--- src/rtl/reset_sequencer.sv ---
// reset_sequencer: lock-qualified staged reset release, oldest output first.
// Optional lock-wait watchdog enabled by defining RST_SEQ_WATCHDOG_EN.
module reset_sequencer #(
   parameter int SYNC_STAGES = 2,
   parameter int HOLD_CYCLES = 16,
   parameter int NUM_OUTS    = 3,
   parameter int STAGE_GAP   = 4,
   parameter int WDOG_CYCLES = 1000
) (
   input  logic                clk_i,
   input  logic                rst_n_i,
   input  logic                lock_i,
   input  logic                soft_rst_i,
   output logic [NUM_OUTS-1:0] rst_o,
   output logic [NUM_OUTS-1:0] rst_n_o,
   output logic                ready_o,
   output logic                lock_timeout_o
);
   localparam int MAXC = (HOLD_CYCLES > STAGE_GAP ? HOLD_CYCLES : STAGE_GAP) > WDOG_CYCLES ?
                         (HOLD_CYCLES > STAGE_GAP ? HOLD_CYCLES : STAGE_GAP) : WDOG_CYCLES;
   localparam int CW = $clog2(MAXC) + 1;
   typedef enum logic [2:0] {ASSERT, WAIT_LOCK, HOLD, RELEASE, RUN} state_t;
   state_t state_q, state_d;
   logic [CW-1:0] cnt_q, cnt_d;
   logic [SYNC_STAGES-1:0] run_sync_q, lock_sync_q;
   logic [NUM_OUTS-1:0] rst_q, rst_d, rst_n_q;
   logic ready_q, ready_d, run_s, lock_s, rel;
   assign run_s  = run_sync_q[SYNC_STAGES-1];
   assign lock_s = lock_sync_q[SYNC_STAGES-1];
   // state, counters, synchronizers and registered outputs
   always_ff @(posedge clk_i or negedge rst_n_i) begin
      if (!rst_n_i) begin
         state_q     <= ASSERT;
         cnt_q       <= '0;
         run_sync_q  <= '0;
         lock_sync_q <= '0;
         rst_q       <= '1;
         rst_n_q     <= '0;
         ready_q     <= 1'b0;
      end else begin
         state_q     <= state_d;
         cnt_q       <= cnt_d;
         run_sync_q  <= {run_sync_q[SYNC_STAGES-2:0], 1'b1};
         lock_sync_q <= {lock_sync_q[SYNC_STAGES-2:0], lock_i};
         rst_q       <= rst_d;
         rst_n_q     <= ~rst_d;
         ready_q     <= ready_d;
      end
   end
   // next state and stage counter; re-assert requests take priority over progress
   always_comb begin
      state_d = state_q;
      cnt_d   = '0;
      case (state_q)
         ASSERT:    state_d = run_s ? WAIT_LOCK : ASSERT;
         WAIT_LOCK: state_d = lock_s ? HOLD : WAIT_LOCK;
         HOLD: begin
            state_d = soft_rst_i ? ASSERT : !lock_s ? WAIT_LOCK :
                      cnt_q == CW'(HOLD_CYCLES - 1) ? RELEASE : HOLD;
            cnt_d   = state_d == HOLD ? cnt_q + CW'(1) : '0;
         end
         RELEASE: begin
            state_d = (soft_rst_i || !lock_s) ? ASSERT : rst_q == '0 ? RUN : RELEASE;
            cnt_d   = (state_d == RELEASE && cnt_q != CW'(STAGE_GAP - 1)) ? cnt_q + CW'(1) : '0;
         end
         RUN:     state_d = (soft_rst_i || !lock_s) ? ASSERT : RUN;
         default: state_d = ASSERT;
      endcase
   end
   // release one more output on HOLD exit and every STAGE_GAP cycles in RELEASE
   always_comb begin
      rel     = (state_q == HOLD && state_d == RELEASE) ||
                (state_q == RELEASE && state_d == RELEASE && cnt_q == CW'(STAGE_GAP - 1));
      rst_d   = (state_d == RELEASE || state_d == RUN) ? (rel ? rst_q << 1 : rst_q) : '1;
      ready_d = state_d == RUN;
   end
   assign rst_o   = rst_q;
   assign rst_n_o = rst_n_q;
   assign ready_o = ready_q;
`ifdef RST_SEQ_WATCHDOG_EN
   logic [CW-1:0] wdog_q;
   logic          tout_q;
   // count WAIT_LOCK cycles, saturating; flag is sticky until power-on reset
   always_ff @(posedge clk_i or negedge rst_n_i) begin
      if (!rst_n_i) begin
         wdog_q <= '0;
         tout_q <= 1'b0;
      end else begin
         wdog_q <= state_q != WAIT_LOCK ? '0 : wdog_q == CW'(WDOG_CYCLES - 1) ? wdog_q : wdog_q + CW'(1);
         tout_q <= tout_q | (state_q == WAIT_LOCK && wdog_q == CW'(WDOG_CYCLES - 1));
      end
   end
   assign lock_timeout_o = tout_q;
`else
   assign lock_timeout_o = 1'b0;
`endif
endmodule

--- config.mk ---
export PLATFORM = sky130hd
export DESIGN_NAME = reset_sequencer
export DESIGN_NICKNAME = d
export VERILOG_FILES = /design/src/rtl/reset_sequencer.sv
export SDC_FILE = /design/constraint.sdc
export NUM_CORES = 1
export LEC_CHECK = 0
export ABC_CLOCK_PERIOD_IN_PS = 3100
export CAP_MARGIN = 20
export CELL_PAD_IN_SITES_DETAIL_PLACEMENT = 0
export CELL_PAD_IN_SITES_GLOBAL_PLACEMENT = 1
export CORE_UTILIZATION = 47
export CTS_CLUSTER_SIZE = 16
export DETAILED_ROUTE_END_ITERATION = 7
export PLACE_DENSITY = 0.9
export SLEW_MARGIN = 20
export SYNTH_ARGS = -nofsm -noshare
export SYNTH_HDL_FRONTEND = slang
export SYNTH_SLANG_ARGS = --single-unit
--- constraint.sdc ---
create_clock -name clk_i -period 3.1 [get_ports clk_i]
set_input_delay 0.62 -clock clk_i [delete_from_list [all_inputs] [get_ports clk_i]]
set_output_delay 0.62 -clock clk_i [all_outputs]
set_load 0.05 [all_outputs]
; ---- After elaboration in Yosys (flattened, before gate mapping)
; Cells that the tools add are included.
[op_classes]
addsub = 1
eq_ne = 11
muxes = 14
bitwise_logic = 1
n_reduce_logical = 10
[ops]
columns = cell, count
row1 = $mux W11, 2
row2 = $pmux W11 S2, 1
row3 = $mux W3, 5
row4 = $pmux W3 S5, 1
row5 = $eq A3 B2 Y1 const B, 4
row6 = $add A11 B1 Y11 const B, 1
row7 = $eq A11 B2 Y1 const B, 1
row8 = $eq A11 B4 Y1 const B, 1
row9 = $ne A11 B2 Y1 const B, 1
row10 = $eq A3 B3 Y1 const B, 2
row11 = $logic_not A3 Y1, 2
row12 = $mux W2, 3
row13 = $logic_and A1 B1 Y1, 4
row14 = $eq A3 B1 Y1 const B, 1
row15 = $logic_or A1 B1 Y1, 3
row16 = $not A3 Y3, 1
row17 = $eq A2 B2 Y1 const B, 1
row18 = $mux W1, 2
row19 = $logic_not A1 Y1, 1
[word_totals]
reg_bits = 25
input_bits = 4

; ---- Depth between registers and ports, before layout
[depth]
word_depth = 12
depth_mapped = 7

; ---- Least setup slack after synthesis
; OpenSTA, ideal clock, no wires.
[synth_path]
kind = register to register
startpoint = reg cnt_q[6]
endpoint = reg rst_q[2], in the netlist rst_o[2]
setup_ps = 82
t_arrival_ps = 1858
slack_ps = 1160
path_stages_with_launch = 6
path_buffers = 0
cell_sequence = dfrtp_1 or4_4 nand4bb_2 a21oi_2 o21a_2 mux2_2
[synth_via]
elab_chain_len = 11
elab_cells_between_ends = 15
classes_between = eq/ne (4) / mux (6) / reduce/logical (5)
[synth_lines]
columns = element, line_no
row1 = "start, declared", 24  ; logic [CW-1:0] cnt_q, cnt_d;
row2 = "start signal, assigned", 42  ; cnt_q <= cnt_d;
row3 = $eq A11 B4 Y1, 59  ; cnt_q == CW'(HOLD_CYCLES - 1) ? RELEASE : HOLD;
row4 = $mux W1, 59
row5 = $mux W2 (2 in a row), 58  ; state_d = soft_rst_i ? ASSERT : !lock_s ? WAIT_LOCK :
row6 = $pmux W3 S5, 54  ; case (state_q)
row7 = $eq A3 B2 Y1, "72, 73, 74"
row8 = $logic_and A1 B1 Y1 (2 in a row), 73  ; (state_q == RELEASE && state_d == RELEASE && cnt_q == CW'(STAGE_GAP - 1));
row9 = $logic_or A1 B1 Y1, 72  ; rel = (state_q == HOLD && state_d == RELEASE) ||
row10 = $mux W3, 74  ; rst_d = (state_d == RELEASE || state_d == RUN) ? (rel ? rst_q << 1 : rst_q) : '1;
row11 = $mux W3 *, 74
row12 = via rst_d[2], 26  ; logic [NUM_OUTS-1:0] rst_q, rst_d, rst_n_q;
row13 = "end signal, assigned", 45  ; rst_q <= rst_d;
row14 = "end, declared", 26
; The timed path passes the listed nets; every way through them passes the cells marked *.

; ---- Worst setup path after layout
[layout_path]
startpoint = reg rst_q[0], in the netlist rst_o[0]
endpoint = out rst_o[0]
[layout_rtl]
columns = element, line_no
row1 = "end, declared", 14  ; output logic [NUM_OUTS-1:0] rst_o,
; No word-level cell between the ends.

==> flow_metrics.env <==
export IMPL_ys_seq_elements=25
export IMPL_max_freq_ghz=0.418
export IMPL_critPathBufInv=1
export IMPL_power_mw=0.602
export IMPL_synth_fa_ha_area_share_pct=1.05
export IMPL_core_area_um2=2300
export IMPL_synth_compound_area_share_pct=8.59
export IMPL_grt_setup_unrepaired="no"
export IMPL_switching_share_pct=28.8
export IMPL_hold_path_class="register to register"
export IMPL_fin_nets=122
export IMPL_synth_largest_area_cell="dfrtp_1"
export IMPL_synthFlopType="dfrtp_1"
export IMPL_ant_nets=0
export IMPL_avgViaCountPerCell=5.62
export IMPL_finalCritPeriodShare_pct=77.1
export IMPL_status="finished clean"
export IMPL_path_clk_slew_ns=0.13
export IMPL_cts_tree="yes"
export IMPL_worstPathMaxFanout=8
export IMPL_p_leak_nw=0.573
export IMPL_area_delta_synth_final_pct=12.1
export IMPL_wirelength_mm=2.01
export IMPL_vias=809
export IMPL_start_kind="register"
export IMPL_synth_nets=109
export IMPL_max_slew_margin_pct=61.6
export IMPL_grt_pass1_wl_mm=3.77
export IMPL_cts_resized=0
export IMPL_worstPathArrival_ns=1.77
export IMPL_p_comb_share_pct=15.2
export IMPL_p_int_mw=0.429
export IMPL_yosysWarningCount=0
export IMPL_io_pins=12
export IMPL_synthTopCellsByArea="dfrtp_1 46%, dfstp_2 6.6%, nor2_1 3.5%, nor4b_1 2.9%, xnor2_1 2.9%"
export IMPL_synth_area_um2=1190
export IMPL_numCtsBuffers=3
export IMPL_post_drt_wl_per_cell_um=14.0
export IMPL_die_h_um=52.4
export IMPL_min_period_ns=2.39
export IMPL_synthMuxAreaShare_pct=3.87
export IMPL_place_inst=140
export IMPL_gp_congestion=0.797
export IMPL_finalHoldViolCount=0
export IMPL_numClockSinks=25
export IMPL_yosys_area_share_simple_pct=24.1
export IMPL_io_buffers=10
export IMPL_cp_slowest_stage_delay_ns=0.83
export IMPL_drc=0
export IMPL_worstPathRequired_ns=2.48
export IMPL_synth_top_family_by_area="simple AND/OR/NAND/NOR gates"
export IMPL_synthCells=104
export IMPL_power_density_nw_per_um2=449
export IMPL_crit_family="buffers and inverters"
export IMPL_tightest_slew_ns=0.568
export IMPL_setup_viol=0
export IMPL_synthArstFlopShare_pct=100
export IMPL_clock_root_buffer="clkbuf_4"
export IMPL_postCtsHoldBufs=0
export IMPL_drv_slew=0
export IMPL_finalSetupTns_ns=0
export IMPL_final_common_cell="dfrtp_1"
export IMPL_drv_cap=0
export IMPL_clock_skew_ns=0.00852
export IMPL_grt_max_degree=26
export IMPL_grt_pass1_vias=846
export IMPL_fin_cells=144
export IMPL_clock_latency_ns=0.32
export IMPL_ys_types=43
export IMPL_clock_power_share_pct=23.4
export IMPL_vdd_drop_max_mv=0.381
export IMPL_antenna_found_initial=0
export IMPL_htreeDepth=1
export IMPL_grt_overflow=0
export IMPL_die_x_um=52.4
export IMPL_power_frac_seq_pct=61.3
export IMPL_dp_hpwl_mm=1.44
export IMPL_post_cts_setup_buffers=0
export IMPL_cp_cell_sequence="clkdlybuf4s50_1"
export IMPL_worstSetupPathType="register to primary output"
export IMPL_die_area_um2=2750
export IMPL_endpoint_kind="primary output"
export IMPL_drt_iter0_markers=14
export IMPL_clk_path_buf_depth=2
export IMPL_grt_total_usage_pct=19.3
export IMPL_layout_cells_most_common_list="22 x dfrtp_1, 11 x nor2_1, 10 x clkdlybuf4s50_1"
export IMPL_synth_seq_area_share_pct=52.7
export IMPL_dr_pass1_iters=4
export IMPL_slowest_stage="clkdlybuf4s50_1"
export IMPL_yosys_area_top_type_share_pct=46.1
export IMPL_start_util_pct=52.0
export IMPL_rows=17
export IMPL_holdWs_ns=0.364
export IMPL_drive_above_1_share_pct=18.1
export IMPL_fill_cells=206
export IMPL_p_sw_mw=0.173
export IMPL_synth_xor_area_share_pct=5.86
export IMPL_avgSynthCellArea_um2=11.5
export IMPL_diodes=0
export IMPL_synth_edff_count=0
-- synth_stat cells, types with 2 or more instances --
master and count:
o21ai_0 2, and3_2 2, xor2_1 4, o211ai_1 2, conb_1 2, nand2_1 2
nand2b_1 2, and3_1 4, nor2_1 11, mux2i_1 2, nand3_1 3, inv_1 4
dfstp_2 3, nor3b_1 2, dfrtp_1 22, nor4b_1 4, a32o_1 2, xnor2_1 4
a21oi_1 3
-- stage by stage --
| step | area [µm²] | setup slack, ns | utilization (%) |
|---|---|---|---|
| final | 1340 | 0.709 | 58.3 |
| after global routing | 1340 | 0.643 | 58.3 |
| after CTS | 1340 | 0.686 | 58.3 |
| after detailed placement | 1310 | 0.604 | 57.2 |
| after global placement | 1310 | 0.662 | 57.2 |
| after floorplan | 1190 | 1.16 | - |
-- registers in the layout (all words and copies together), names as in the netlist --
register,count
rst_n_o,3
ready_o,1
run_sync_q,2
cnt_q,11
lock_sync_q,2
rst_o,3
state_q,3
-- worst paths after layout --
kind	from	slack, ns	to	cells past startpoint
worst min-delay path	run_sync_q[0]	0.36	run_sync_q[1]	0
min in group asynchronous	rst_n_i	0.64	ready_o	2
max in group asynchronous	rst_n_i	2.17	rst_o[0]	2
worst min register to register	run_sync_q[0]	0.36	run_sync_q[1]	0
worst max-delay path	rst_o[0]	0.71	rst_o[0]	1
worst max register to register	cnt_q[6]	1.05	rst_o[2]	5
-- power by group through the flow --
stage / combinational, mW / sequential (mW) / clock (mW)
floorplan: 0.0917 / 0.358 / 0
global placement: 0.0893 / 0.374 / 0
detailed placement: 0.0923 / 0.375 / 0
CTS: 0.0931 / 0.369 / 0.150
global route: 0.105 / 0.374 / 0.160
finish: 0.0917 / 0.369 / 0.141
-- metal layers --
| layer | vias up | wire length (µm) | GRT usage [%] |
|---|---|---|---|
| li1 | 392 | - | - |
| met1 | 399 | 885 | 22.2 |
| met2 | 16 | 1040 | 33.5 |
| met3 | 2 | 74 | 5.22 |
| met4 | 0 | 14 | 7.89 |
| met5 | - | 0 | 0 |
-- cell families after synthesis --
kind of cell | Yosys count
compound gates | 14
fa+ha+maj | 1
mux | 4
xor+xnor | 8
other cells | 2
buf+inv | 7
flops | 25
simple gates | 43
-- final cells by class --
cell class / count / area [µm²] / area share [%]
clock buffers: 4 / 26.3 / 1.96
well taps: 28 / 35.0 / 2.61
inverters: 4 / 15.0 / 1.12
repair buffers: 11 / 108 / 8.03
multi-input cells: 72 / 527 / 39.3
flip-flops and latches: 25 / 629 / 47.0
Power figures use the tool's default switching activity.
